**src/rtl/router_input_ctrl.sv**
```systemverilog
// router_input_ctrl: two-slot even/odd ring input buffer with hop decode toward local/forward output ctrls
module router_input_ctrl #(
   parameter int DATA_W  = 64,
   parameter int HOP_LSB = 48,
   parameter int HOP_W   = 8
) (
   input  logic              clk,
   input  logic              reset,
   input  logic              polarity,
   input  logic              si,
   output logic              ri,
   input  logic [DATA_W-1:0] di,
   output logic              req_fwd,
   input  logic              ack_fwd,
   output logic              req_loc,
   input  logic              ack_loc,
   output logic [DATA_W-1:0] dout
);
   logic [DATA_W-1:0] even_buf_q, even_buf_d, odd_buf_q, odd_buf_d;
   logic              even_full_q, even_full_d, odd_full_q, odd_full_d;
   logic [DATA_W-1:0] r_buf, fwd_buf;
   logic [HOP_W-1:0]  hop;
   logic              w_full, r_full, is_loc, wr, drain;
   always_comb begin
      w_full  = polarity ? odd_full_q : even_full_q;
      r_full  = polarity ? even_full_q : odd_full_q;
      r_buf   = polarity ? even_buf_q : odd_buf_q;
      hop     = r_buf[HOP_LSB +: HOP_W];
      is_loc  = hop == '0;
      fwd_buf = r_buf;
      fwd_buf[HOP_LSB +: HOP_W] = hop - HOP_W'(1);
      ri      = ~reset & ~w_full;
      req_loc = ~reset & r_full & is_loc;
      req_fwd = ~reset & r_full & ~is_loc;
      dout    = (reset | ~r_full) ? '0 : (is_loc ? r_buf : fwd_buf);
      wr      = si & ri;
      drain   = (req_fwd & ack_fwd) | (req_loc & ack_loc);
      // write and drain always hit opposite buffers, so at most one applies per slot
      even_buf_d  = (wr & ~polarity) ? di : even_buf_q;
      odd_buf_d   = (wr & polarity) ? di : odd_buf_q;
      even_full_d = (wr & ~polarity) | (even_full_q & ~(drain & polarity));
      odd_full_d  = (wr & polarity) | (odd_full_q & ~(drain & ~polarity));
   end
   always_ff @(posedge clk) begin
      if (reset) begin
         even_buf_q  <= '0;
         odd_buf_q   <= '0;
         even_full_q <= 1'b0;
         odd_full_q  <= 1'b0;
      end else begin
         even_buf_q  <= even_buf_d;
         odd_buf_q   <= odd_buf_d;
         even_full_q <= even_full_d;
         odd_full_q  <= odd_full_d;
      end
   end
endmodule
```
**config.mk**
```make
export PLATFORM = sky130hd
export DESIGN_NAME = router_input_ctrl
export DESIGN_NICKNAME = d
export VERILOG_FILES = /design/src/rtl/router_input_ctrl.sv
export SDC_FILE = /design/constraint.sdc
export NUM_CORES = 1
export LEC_CHECK = 0
export BUFFER_PORTS_ARGS = -buffer_cell sky130_fd_sc_hd__clkbuf_2
export CAP_MARGIN = 20
export CORE_MARGIN = 2
export CORE_UTILIZATION = 50
export CTS_CLUSTER_DIAMETER = 200
export DETAILED_ROUTE_END_ITERATION = 6
export PLACE_DENSITY_LB_ADDON = 0.08
export SYNTH_ARGS = -nofsm -noshare
export SYNTH_HDL_FRONTEND = slang
export SYNTH_SLANG_ARGS = --single-unit
```
**constraint.sdc**
```tcl
create_clock -name clk -period 2.7 [get_ports clk]
set_input_delay 0.27 -clock clk [delete_from_list [all_inputs] [get_ports clk]]
set_output_delay 0.27 -clock clk [all_outputs]
set_load 0.005 [all_outputs]
```
==> out/qor.csv <==
metric;value;unit
status;complete, no violations;
crit_arrival;2.28;ns
fin_crit;2.551;ns
die_width;110.7;µm
crit_slowest_cell;dfxtp_2;
hold_viol_final;0;
grt_pass1_wl;24060;µm
yosysTopAreaCell;dfxtp_1;
io_pins;137;
ys_ff_latch;130;
drcViolationCount;0;
synth_edf_count;0;
dp_hpwl;9096;µm
cts-root-buf;clkbuf_16;
cap_violations;0;
drt_wl_total;14500;µm
ir_drop;0.0003586;V
synth_warnings;0;
htreeDepth;4;
rsz0062_at_grt;false;
synth_area;5692;µm²
fin_crit_sh;94.50;%
viasPerCell;5.248;
fill_cells;951;
gr-total-overflow;0;
grt_pass1_vias;5166;
cts_hold_buf;0;
final_layout_size_suffix_gt1_share;23.02;%
crit_start;odd_buf_q[48]$_SDFFE_PP0P_;
max_slew.worst_pin.slew;0.7776;ns
numCtsBuffers;17;
grt_max_degree;79;
p_leak;2.881;nW
diodes;0;
die_h;110.7;µm
critPathRequiredTime;2.43;ns
io_buffers;136;
cts_buffer_depth;2;
ant_nets;0;
ys_seq_area_share;45.72;%
timing.final.max_slew_violations;0;
synth.most_common_cell;nand2_1;
cts_tree;done;
grt_usage;23.96;%
fmax;0.3919;GHz
setup_tns;0;ns
synth.avg_cell_area;7.630;µm²
finClkSkew;0.003147;ns
worstPathMaxFanout;3;
finalNetCount;931;
finalSetupViolations;0;
synth_cell_types;36;
max-slew-margin-rel;48.16;%
power;4.694;mW
rows;38;
synth_top_area_share;45.72;%
fin_util;64.55;%
hold_class;in -> reg;
crit_path_end_kind;primary output;
antenna_found_initial;0;
place.gp.congestion;0.7792;
route.vias.total;5316;
criticalPathCategory;reg -> out;
syn_to_final_growth;24.55;%
synth.top_cells.by_area;dfxtp_1, nand2_1, a21oi_1;
async_reset_ff_share;0;%
synth_nets;817;
firstDrtPassIters;5;
yosys-top-cells-count;nand2_1, dfxtp_1, a21oi_1;
syn_inst;746;
min_from;di[19];
clk_pin_slew;0.05;ns
wl_per_cell;14.32;µm
clk_latency;0.41;ns
drtIter0Drc;401;
reg2reg_from;odd_buf_q[48]$_SDFFE_PP0P_;
max_stage_delay;0.34;ns
die_area;12250;µm²
core;10980;µm²
start_kind;flop;
p_per_area;662.2;nW/µm²
start_util;51.82;%
synth_ff_type;dfxtp_1;
cts.sinks;130;
crit_chain;mux2i_4 > ha_2 > and4bb_1 > nor2_2 > or3_1 > xor2_1 > a211oi_2 > buf_2;
-- cell type report --
cell class / instances / area (µm²) / area share (%)
clock buffer: 28 / 516.7 / 7.289
clock inverter: 4 / 70.07 / 0.9884
inverter: 1 / 3.754 / 0.05295
multi-input combinational: 555 / 2875 / 40.56
sequential: 130 / 2608 / 36.78
tap: 140 / 175.2 / 2.471
timing repair buffer: 155 / 840.8 / 11.86
-- final timing paths --
| kind | end | slack (ns) | depth (start not counted) |
|---|---|---|---|
| worst max register to register | even_full_q$_SDFF_PP0_ | 0.46 | 9 |
| worst min register to register | odd_buf_q[59]$_SDFFE_PP0P_ | 0.45 | 2 |
| worst max-delay path | dout[54] | 0.15 | 8 |
| worst min-delay path | even_buf_q[19]$_SDFFE_PP0P_ | 0.08 | 3 |
-- critical path, delay by kind of cell (launching register included) --
family	cells	cell delay, ns
adder cells (fa/ha/maj)	1	0.23
flip-flops	1	0.34
XOR/XNOR	1	0.16
multiplexers	1	0.15
buffers and inverters	1	0.14
AO/OA/AOI/OAI	1	0.22
AND/OR/NAND/NOR	3	0.62
-- per-stage QoR --
| stage | std cells | cell area [µm²] | worst slack [ns] | hold WS (ns) |
|---|---|---|---|---|
| 2_1_floorplan | 746 | 5692 | 0.3697 | 0.4060 |
| 3_3_place_gp | 977 | 6419 | 0.3047 | 0.4408 |
| 3_5_place_dp | 977 | 6419 | 0.2444 | 0.4463 |
| 4_1_cts | 1012 | 7046 | 0.05324 | 0.07286 |
| 5_1_grt | 1013 | 7089 | 0.04393 | 0.07919 |
| 6_report | 1013 | 7089 | 0.1486 | 0.08435 |
-- sequential cells by signal (all words and copies together) (netlist names) --
register and cells:
odd_buf_q 64, even_full_q 1, odd_full_q 1, even_buf_q 64
-- cell usage in the layout (no fill, tap or decap), drive strengths merged, types with 2 or more instances in the layout --
master,n
nand2,256
clkbuf,160
a21oi,130
dfxtp,130
nor2,68
mux2i,63
buf,23
xnor2,4
a211oi,4
o21ai,3
xor2,3
nor3,3
nor2b,2
clkinv,2
bufinv,2
or2,2
nor4b,2
nor3b,2
mux2,2
or3,2
-- cell families after synthesis --
family	Yosys count	share of synthesized area [%]
simple gates	343	24.12
xor+xnor	7	1.077
fa+ha+maj	1	0.2198
buf+inv	61	4.814
flops	130	45.72
compound gates	139	12.57
mux	65	11.47
-- layer usage --
layer  global-route usage, %  share of wire, %  up-vias
met1                   30.11                44     2470
met5                       0                 0        -
met3                   5.631               5.6       23
met2                   40.00                49      159
met4                   9.167               2.0        0
li1                        -                 -     2664
-- timing repair --
item / 4_1_cts / 5_1_grt
gates resized for setup: 4 / 11
buffers inserted: 3 / 1
setup endpoints to repair: 7 / 5
pin swaps: 2 / 4
-- where the power goes --
| group | internal, mW | total, mW | switching [mW] |
|---|---|---|---|
| clock | 1.48 | 2.25 | 0.774 |
| combinational | 0.172 | 0.420 | 0.248 |
| sequential | 1.99 | 2.02 | 0.0357 |
| total | 3.64 | 4.69 | 1.06 |
Note: power is estimated with default switching activity, not from simulation.
